## config.mk

```make
export PLATFORM = sky130hd
export DESIGN_NAME = fetch_unit
export DESIGN_NICKNAME = d
export VERILOG_FILES = /design/src/rtl/fetch_unit_pkg.sv /design/src/rtl/fetch_unit_pc_reg.sv /design/src/rtl/fetch_unit.sv
export SDC_FILE = /design/constraint.sdc
export NUM_CORES = 1
export LEC_CHECK = 0
export BUFFER_PORTS_ARGS = -buffer_cell sky130_fd_sc_hd__buf_2
export CAP_MARGIN = 10
export CORE_ASPECT_RATIO = 1.2
export CORE_MARGIN = 2
export CORE_UTILIZATION = 49
export DETAILED_ROUTE_END_ITERATION = 6
export PLACE_DENSITY_LB_ADDON = 0.15
export SLEW_MARGIN = 20
export SYNTH_ARGS = -nofsm -noshare
export SYNTH_HDL_FRONTEND = slang
export SYNTH_SLANG_ARGS = --single-unit
```

## constraint.sdc

```tcl
create_clock -name clk -period 3.2 [get_ports clk]
set_input_delay 0.16 -clock clk [delete_from_list [all_inputs] [get_ports clk]]
set_output_delay 0.16 -clock clk [all_outputs]
set_load 0.01 [all_outputs]
```

## src/rtl/fetch_unit_pkg.sv

```systemverilog
// -----------------------------------------------------------------------------
// fetch_unit_pkg
//   Shared definitions for the instruction fetch stage:
//     - state_e         : fetch FSM states (IDLE, RUN, ERR)
//     - INSTR_BYTES     : PC increment per sequential fetch
//     - NOP_INSTR       : canonical RV32 NOP (addi x0,x0,0)
//     - RESET_PC_DEFAULT: default PC loaded at reset
//     - sat_inc32()     : saturating 32-bit increment for the perf counters
// -----------------------------------------------------------------------------
package fetch_unit_pkg;

  typedef enum logic [1:0] {
    ST_IDLE = 2'd0,
    ST_RUN  = 2'd1,
    ST_ERR  = 2'd2
  } state_e;

  localparam int          INSTR_BYTES      = 4;
  localparam logic [31:0] NOP_INSTR        = 32'h0000_0013;
  localparam logic [31:0] RESET_PC_DEFAULT = 32'h0000_0000;

  // Increment that sticks at all-ones instead of wrapping to zero.
  function automatic logic [31:0] sat_inc32(input logic [31:0] v);
    sat_inc32 = (v == 32'hFFFF_FFFF) ? v : v + 32'd1;
  endfunction

endpackage

```

## src/rtl/fetch_unit_pc_reg.sv

```systemverilog
// -----------------------------------------------------------------------------
// fetch_pc_reg
//   Holds the next PC to be fetched. Loads a redirect target when it is
//   word-aligned, otherwise advances by INSTR_BYTES when told to issue.
//   Ports:
//     clk, rst_n       : clock, synchronous active-low reset
//     inc_en           : advance PC by one instruction (issue)
//     load_en          : redirect request accepted this cycle
//     load_pc          : redirect target
//     fetch_pc         : current fetch PC
//     load_misaligned  : load_pc is not word-aligned (combinational)
// -----------------------------------------------------------------------------
module fetch_pc_reg
  import fetch_unit_pkg::*;
#(
  parameter int               XLEN     = 32,
  parameter logic [XLEN-1:0]  RESET_PC = XLEN'(RESET_PC_DEFAULT)
) (
  input  logic            clk,
  input  logic            rst_n,
  input  logic            inc_en,
  input  logic            load_en,
  input  logic [XLEN-1:0] load_pc,
  output logic [XLEN-1:0] fetch_pc,
  output logic            load_misaligned
);

  logic [XLEN-1:0] fetch_pc_q;
  logic [XLEN-1:0] fetch_pc_d;

  assign load_misaligned = |load_pc[1:0];

  // A misaligned target leaves the PC untouched; the caller traps instead.
  always_comb begin
    fetch_pc_d = fetch_pc_q;
    if (load_en) begin
      if (!load_misaligned) begin
        fetch_pc_d = load_pc;
      end
    end else if (inc_en) begin
      fetch_pc_d = fetch_pc_q + XLEN'(INSTR_BYTES);
    end
  end

  always_ff @(posedge clk) begin
    if (!rst_n) begin
      fetch_pc_q <= RESET_PC;
    end else begin
      fetch_pc_q <= fetch_pc_d;
    end
  end

  assign fetch_pc = fetch_pc_q;

endmodule

```

## src/rtl/fetch_unit.sv

```systemverilog
// -----------------------------------------------------------------------------
// fetch_unit
//   Instruction fetch stage. Owns the PC, drives the read port of a 32-word
//   synchronous-read imem (1-cycle latency) and presents instr/PC pairs to
//   decode over a valid/ready handshake. Handles decode back-pressure,
//   redirects and misaligned-redirect trapping (sticky, cleared by reset).
//   Optional macro FETCH_PERF_CNT_EN adds saturating stall/redirect counters;
//   without it stall_cnt/redirect_cnt read 0 and no counter flops exist.
//   Ports:
//     clk, rst_n                 : clock, synchronous active-low reset
//     fetch_en                   : permit new fetches
//     redirect_valid/redirect_pc : single-cycle redirect request and target
//     imem_addr/imem_rw/
//     imem_data_in/imem_data_out : imem port (read-only use)
//     if_valid/id_ready          : handshake to decode
//     if_instr/if_pc             : instruction and its PC
//     misaligned_err             : sticky misaligned-redirect flag
//     stall_cnt/redirect_cnt     : performance counters
// -----------------------------------------------------------------------------
module fetch_unit
  import fetch_unit_pkg::*;
#(
  parameter int              XLEN     = 32,
  parameter int              IMEM_AW  = 5,
  parameter logic [XLEN-1:0] RESET_PC = XLEN'(RESET_PC_DEFAULT)
) (
  input  logic               clk,
  input  logic               rst_n,
  input  logic               fetch_en,
  input  logic               redirect_valid,
  input  logic [XLEN-1:0]    redirect_pc,
  output logic [IMEM_AW-1:0] imem_addr,
  output logic               imem_rw,
  output logic [XLEN-1:0]    imem_data_in,
  input  logic [XLEN-1:0]    imem_data_out,
  output logic               if_valid,
  input  logic               id_ready,
  output logic [XLEN-1:0]    if_instr,
  output logic [XLEN-1:0]    if_pc,
  output logic               misaligned_err,
  output logic [31:0]        stall_cnt,
  output logic [31:0]        redirect_cnt
);

  state_e          state_q, state_d;
  logic            if_valid_q, if_valid_d;
  logic [XLEN-1:0] if_pc_q, if_pc_d;
  logic            misaligned_err_q, misaligned_err_d;

  logic            stall;
  logic            issue;
  logic            redirect_accept;
  logic [XLEN-1:0] fetch_pc;
  logic            target_misaligned;

  // Once trapped, redirects are ignored until reset.
  assign redirect_accept = redirect_valid && (state_q != ST_ERR);
  assign stall           = if_valid_q && !id_ready;

  fetch_pc_reg #(
    .XLEN     (XLEN),
    .RESET_PC (RESET_PC)
  ) u_pc_reg (
    .clk             (clk),
    .rst_n           (rst_n),
    .inc_en          (issue),
    .load_en         (redirect_accept),
    .load_pc         (redirect_pc),
    .fetch_pc        (fetch_pc),
    .load_misaligned (target_misaligned)
  );

  always_comb begin
    state_d          = state_q;
    if_valid_d       = if_valid_q;
    if_pc_d          = if_pc_q;
    misaligned_err_d = misaligned_err_q;
    issue            = 1'b0;

    case (state_q)
      ST_IDLE: begin
        if_valid_d = 1'b0;
        if (fetch_en) begin
          issue   = 1'b1;
          state_d = ST_RUN;
        end
      end
      ST_RUN: begin
        if (!stall) begin
          if (fetch_en) begin
            issue = 1'b1;
          end else begin
            if_valid_d = 1'b0;
            state_d    = ST_IDLE;
          end
        end
      end
      ST_ERR: begin
        if_valid_d = 1'b0;
      end
      default: begin
        if_valid_d = 1'b0;
        state_d    = ST_IDLE;
      end
    endcase

    // Redirect beats stall and fetch_en; it drops any wrong-path instruction.
    if (redirect_accept) begin
      issue      = 1'b0;
      if_valid_d = 1'b0;
      if (target_misaligned) begin
        misaligned_err_d = 1'b1;
        state_d          = ST_ERR;
      end else begin
        state_d = fetch_en ? ST_RUN : ST_IDLE;
      end
    end

    if (issue) begin
      if_valid_d = 1'b1;
      if_pc_d    = fetch_pc;
    end
  end

  always_ff @(posedge clk) begin
    if (!rst_n) begin
      state_q          <= ST_IDLE;
      if_valid_q       <= 1'b0;
      if_pc_q          <= '0;
      misaligned_err_q <= 1'b0;
    end else begin
      state_q          <= state_d;
      if_valid_q       <= if_valid_d;
      if_pc_q          <= if_pc_d;
      misaligned_err_q <= misaligned_err_d;
    end
  end

  // While stalled, re-read the held instruction so imem_data_out stays put.
  assign imem_addr    = stall ? if_pc_q[IMEM_AW+1:2] : fetch_pc[IMEM_AW+1:2];
  assign imem_rw      = 1'b1;
  assign imem_data_in = '0;

  assign if_valid       = if_valid_q;
  assign if_pc          = if_pc_q;
  assign if_instr       = if_valid_q ? imem_data_out : '0;
  assign misaligned_err = misaligned_err_q;

`ifdef FETCH_PERF_CNT_EN
  logic [31:0] stall_cnt_q, stall_cnt_d;
  logic [31:0] redirect_cnt_q, redirect_cnt_d;

  always_comb begin
    stall_cnt_d    = stall ? sat_inc32(stall_cnt_q) : stall_cnt_q;
    redirect_cnt_d = redirect_accept ? sat_inc32(redirect_cnt_q) : redirect_cnt_q;
  end

  always_ff @(posedge clk) begin
    if (!rst_n) begin
      stall_cnt_q    <= '0;
      redirect_cnt_q <= '0;
    end else begin
      stall_cnt_q    <= stall_cnt_d;
      redirect_cnt_q <= redirect_cnt_d;
    end
  end

  assign stall_cnt    = stall_cnt_q;
  assign redirect_cnt = redirect_cnt_q;
`else
  assign stall_cnt    = '0;
  assign redirect_cnt = '0;
`endif

endmodule

```

==> flow_summary.html <==
<table>
<tr><th>Metric</th><th>Value</th></tr>
<tr><th colspan="2">Pwr</th></tr>
<tr><td>Power share of the sequential group</td><td>42.6%</td></tr>
<tr><td>Leakage component of the power</td><td>2.308 nW</td></tr>
<tr><td>Switching part of the total</td><td>27.73%</td></tr>
<tr><td>Ratio of total power to cell area</td><td>432.2 mW/mm²</td></tr>
<tr><td>Net switching power of the design</td><td>0.5945 mW</td></tr>
<tr><td>Clock power share</td><td>42.3%</td></tr>
<tr><td>Internal power</td><td>1.549 mW</td></tr>
<tr><td>Combinational power share</td><td>15.1%</td></tr>
<tr><td>Peak supply drop</td><td>0.2025 mV</td></tr>
<tr><th colspan="2">Yosys</th></tr>
<tr><td>Number of distinct library cells after synthesis</td><td>61</td></tr>
<tr><td>Cell accounting for the most synthesized area</td><td>dfxtp_1</td></tr>
<tr><td>Post-Syn Area</td><td>0.004264 mm²</td></tr>
<tr><td>Commonest cells in the netlist</td><td>97 x buf_4, 94 x nand2_1, 68 x dfxtp_1</td></tr>
<tr><td>Most used DFF post-synth</td><td>dfxtp_1</td></tr>
<tr><td>Number of warning messages in the yosys log</td><td>0</td></tr>
<tr><td>Fraction of the yosys area taken by sequential cells</td><td>31.92%</td></tr>
<tr><td>Gate Count Post-Synth</td><td>564</td></tr>
<tr><td>Most frequently used cell type in the post-synthesis netlist</td><td>buf_4</td></tr>
<tr><td>Async set-reset flop share out of synthesis</td><td>0%</td></tr>
<tr><td>Synthesized flop and latch total</td><td>68</td></tr>
<tr><td>Number of synthesized flops with an enable pin</td><td>0</td></tr>
<tr><td>Area share of the largest cell type after synthesis</td><td>31.92%</td></tr>
<tr><td>Mean instance size in the synthesized netlist</td><td>7.560 µm²</td></tr>
<tr><td>Synth top area cells</td><td>dfxtp_1 32%, buf_4 17%, nand2_1 8.3%, a21oi_1 7.2%, and2_1 4.7%</td></tr>
<tr><th colspan="2">Cells and area</th></tr>
<tr><td>Share of cells above drive strength 1</td><td>26.76%</td></tr>
<tr><td>Total area of multi-input combinational cells</td><td>0.002390 mm²</td></tr>
<tr><td>FF+latch area</td><td>0.001361 mm²</td></tr>
<tr><td>Antenna cell count</td><td>0</td></tr>
<tr><td>Area Growth Syn to Fin</td><td>16.31%</td></tr>
<tr><td>Final net count</td><td>760</td></tr>
<tr><td>Layout fillers</td><td>834</td></tr>
<tr><td>Final Cell Area</td><td>0.004960 mm²</td></tr>
<tr><th colspan="2">Run status</th></tr>
<tr><td>Result of the run</td><td>finished, final reports clean</td></tr>
<tr><th colspan="2">Critical path</th></tr>
<tr><td>Arrival @ worst endpoint</td><td>2.36 ns</td></tr>
<tr><td>Max stage delay cell, worst path</td><td>dfxtp_1</td></tr>
<tr><td>Element type at the critical path start</td><td>flip-flop</td></tr>
<tr><td>Critical-path cell list</td><td>ha_1, nand4_1, nor4_2, buf_4, nor4b_1, o21ai_1, a31oi_1</td></tr>
<tr><td>Critical path required time</td><td>3.47 ns</td></tr>
<tr><td>Worst setup path category</td><td>reg -&gt; reg</td></tr>
<tr><td>Maximum cell stage delay along the critical path</td><td>0.46 ns</td></tr>
<tr><td>Setup crit end kind</td><td>flip-flop</td></tr>
<tr><td>Number of buffers and inverters on the critical path</td><td>1</td></tr>
<tr><td>Critical-path maximum fanout</td><td>14</td></tr>
<tr><td>Kind of cell with the highest combined delay on the critical path</td><td>simple AND/OR/NAND/NOR gates</td></tr>
<tr><th colspan="2">Floorplan</th></tr>
<tr><td>DIE WIDTH</td><td>89.16 µm</td></tr>
<tr><td>Core box area</td><td>0.008518 mm²</td></tr>
<tr><td>Row Count</td><td>37</td></tr>
<tr><td>Die area</td><td>0.009467 mm²</td></tr>
<tr><td>I/O pin count</td><td>237</td></tr>
<tr><td>Vertical die dimension</td><td>106.2 µm</td></tr>
<tr><td>Effective utilization at floorplan</td><td>50.06%</td></tr>
<tr><th colspan="2">STA</th></tr>
<tr><td>Number of max-slew violations in the final report</td><td>0</td></tr>
<tr><td>Final hold viol count</td><td>0</td></tr>
<tr><td>Clock tree skew after final layout</td><td>0.009299 ns</td></tr>
<tr><td>Fin crit period</td><td>2.097 ns</td></tr>
<tr><td>Final total negative setup slack</td><td>0 ns</td></tr>
<tr><td>Final setup fails</td><td>0</td></tr>
<tr><td>Timing-limited maximum frequency</td><td>476.9 MHz</td></tr>
<tr><td>Period Utilization, post-route</td><td>65.53%</td></tr>
<tr><td>Slew headroom</td><td>35.73%</td></tr>
<tr><td>Unrepaired setup endpoints after global routing</td><td>false</td></tr>
<tr><td>Slew at the pin with the worst max-slew slack</td><td>0.9627 ns</td></tr>
<tr><th colspan="2">Route</th></tr>
<tr><td>Via count of the routed design</td><td>4,170</td></tr>
<tr><td>Total wire length after detailed routing</td><td>11,580 µm</td></tr>
<tr><td>Average vias per placed instance</td><td>5.135</td></tr>
<tr><td>DRC viols</td><td>0</td></tr>
<tr><td>Length of the first detailed-routing pass in iterations</td><td>5</td></tr>
<tr><td>DRT iter0 DRCs</td><td>333</td></tr>
<tr><td>Routed Antenna Nets</td><td>0</td></tr>
<tr><td>Detail-routed net length per standard cell</td><td>14.26 µm</td></tr>
<tr><th colspan="2">CTS</th></tr>
<tr><td>TritonCTS buffer count</td><td>9</td></tr>
<tr><td>Root Buffer Master</td><td>clkbuf_8</td></tr>
<tr><td>Clock input transition at the sequential cells of the worst setup and hold paths</td><td>0.08 ns</td></tr>
<tr><td>Total of cells resized after clock tree synthesis</td><td>0</td></tr>
<tr><td>H-tree depth</td><td>3</td></tr>
<tr><td>Clock Sinks</td><td>68</td></tr>
<tr><td>Setup Fix Bufs, Post-CTS</td><td>0</td></tr>
<tr><td>Clock tree from TritonCTS</td><td>built</td></tr>
<tr><td>Insertion delay to the later sink of the worst-skew pair</td><td>0.35 ns</td></tr>
<tr><td>Maximum buffer depth of the clock tree</td><td>2</td></tr>
<tr><td>CTS Hold Buffers Added</td><td>0</td></tr>
<tr><th colspan="2">Global routing</th></tr>
<tr><td>Maximum number of pins on one net before global-route repair</td><td>56</td></tr>
<tr><td>Antenna violations before repair</td><td>0</td></tr>
<tr><td>Total global-route track usage</td><td>24.27%</td></tr>
<tr><td>Via count of the first global-routing pass</td><td>3,685</td></tr>
<tr><td>Global-route wire length before repair</td><td>18,300 µm</td></tr>
<tr><td>Global route total overflow</td><td>0</td></tr>
<tr><th colspan="2">Placement</th></tr>
<tr><td>Total cell area at the placement stage</td><td>0.004702 mm²</td></tr>
<tr><td>Final weighted congestion of routability-driven global placement</td><td>0.8362</td></tr>
<tr><td>Detailed placer's ending HPWL</td><td>8324 µm</td></tr>
<tr><td>IO buf count</td><td>139</td></tr>
<tr><th colspan="2">Flow run</th></tr>
<tr><td>Max-cap viol count</td><td>0</td></tr>
<tr><th colspan="2">Hold path</th></tr>
<tr><td>Path type of the worst min-delay path</td><td>in -&gt; reg</td></tr>
</table>
-- worst paths after layout --
path                                startpoint                                  to  slack, ns  depth (start not counted)
max          u_pc_reg.fetch_pc[2]$_SDFFE_PN0P_  u_pc_reg.fetch_pc[18]$_SDFFE_PN0P_       1.10                          7
min                             redirect_pc[3]   u_pc_reg.fetch_pc[3]$_SDFFE_PN0P_       0.08                          3
max reg2reg  u_pc_reg.fetch_pc[2]$_SDFFE_PN0P_  u_pc_reg.fetch_pc[18]$_SDFFE_PN0P_       1.10                          7
min reg2reg             if_pc[26]$_SDFFE_PN0P_              if_pc[26]$_SDFFE_PN0P_       0.45                          2
-- layout make-up --
class | instances | share of cell area (%)
Inverter | 5 | 0.3784
Clock buffer | 11 | 3.052
Tap cell | 117 | 2.952
Sequential cell | 68 | 27.45
Timing Repair Buffer | 151 | 15.84
Multi-Input combinational cell | 455 | 48.18
Clock inverter | 5 | 2.144
-- cell families (layout without fill, tap and decap cells) --
kind of cell,after synthesis,count (layout),share of synthesized area [%]
multiplexers,9,9,2.259
AO/OA/AOI/OAI,127,127,18.22
flip-flops,68,68,31.92
adder cells (fa/ha/maj),1,1,0.2934
AND/OR/NAND/NOR,221,221,26.44
buffers and inverters,136,172,20.69
other,2,97,0.1761
-- power by group through the flow --
stage | logic, mW | clock network, mW | registers, mW
after global placement | 0.314 | 0 | 0.929
after detailed placement | 0.319 | 0 | 0.931
after global routing | 0.363 | 0.951 | 0.918
after CTS | 0.321 | 0.913 | 0.911
after floorplan | 0.297 | 0 | 0.923
final | 0.324 | 0.907 | 0.913
-- cells in the final DEF, fill, tap and decap left out, types with 3 or more instances in the layout --
cell | netlist | final
and3_1 | 12 | 12
a211oi_1 | 4 | 4
o211ai_1 | 4 | 4
o31ai_1 | 4 | 4
inv_1 | 4 | 4
clkbuf_8 | 0 | 11
buf_2 | 6 | 139
nand2b_1 | 4 | 4
nor2_1 | 22 | 20
buf_4 | 97 | 12
conb_1 | 2 | 97
a311oi_1 | 3 | 3
o22ai_1 | 3 | 3
a21oi_1 | 61 | 61
nor4_2 | 4 | 4
nand2_1 | 94 | 94
dfxtp_1 | 68 | 68
o21ai_0 | 17 | 17
bufinv_16 | 0 | 3
and2_1 | 32 | 32
o21ai_1 | 4 | 4
mux2i_1 | 4 | 4
mux2_2 | 5 | 5
nand4_1 | 7 | 7
a32oi_1 | 5 | 5
nand3_1 | 22 | 22
nor4_1 | 6 | 6
-- metal layers --
metal / GRT usage, % / wire length (µm) / vias up
li1: - / - / 2014
met1: 36.10 / 5201 / 1922
met2: 35.82 / 5340 / 215
met3: 3.183 / 829 / 19
met4: 8.102 / 210 / 0
met5: 0 / 0 / -
-- worst reg2reg max path: cells and delay by family (launching register included) --
kind,cells,cell delay (ns)
flops,1,0.46
simple gates,3,0.77
compound gates,2,0.26
fa+ha+maj,1,0.27
buf+inv,1,0.24
-- stage by stage --
stage	hold slack [ns]	total power [mW]	cells	setup slack [ns]	util [%]
after CTS	0.06983	2.145	812	1.131	58.23
after detailed placement	0.4418	1.251	796	1.148	55.20
after floorplan	0.3119	1.221	659	1.328	-
after global placement	0.4367	1.243	796	1.219	55.20
after global routing	0.07898	2.231	812	0.9398	58.23
final	0.07677	2.144	812	1.103	58.23
Power figures use the tool's default switching activity.
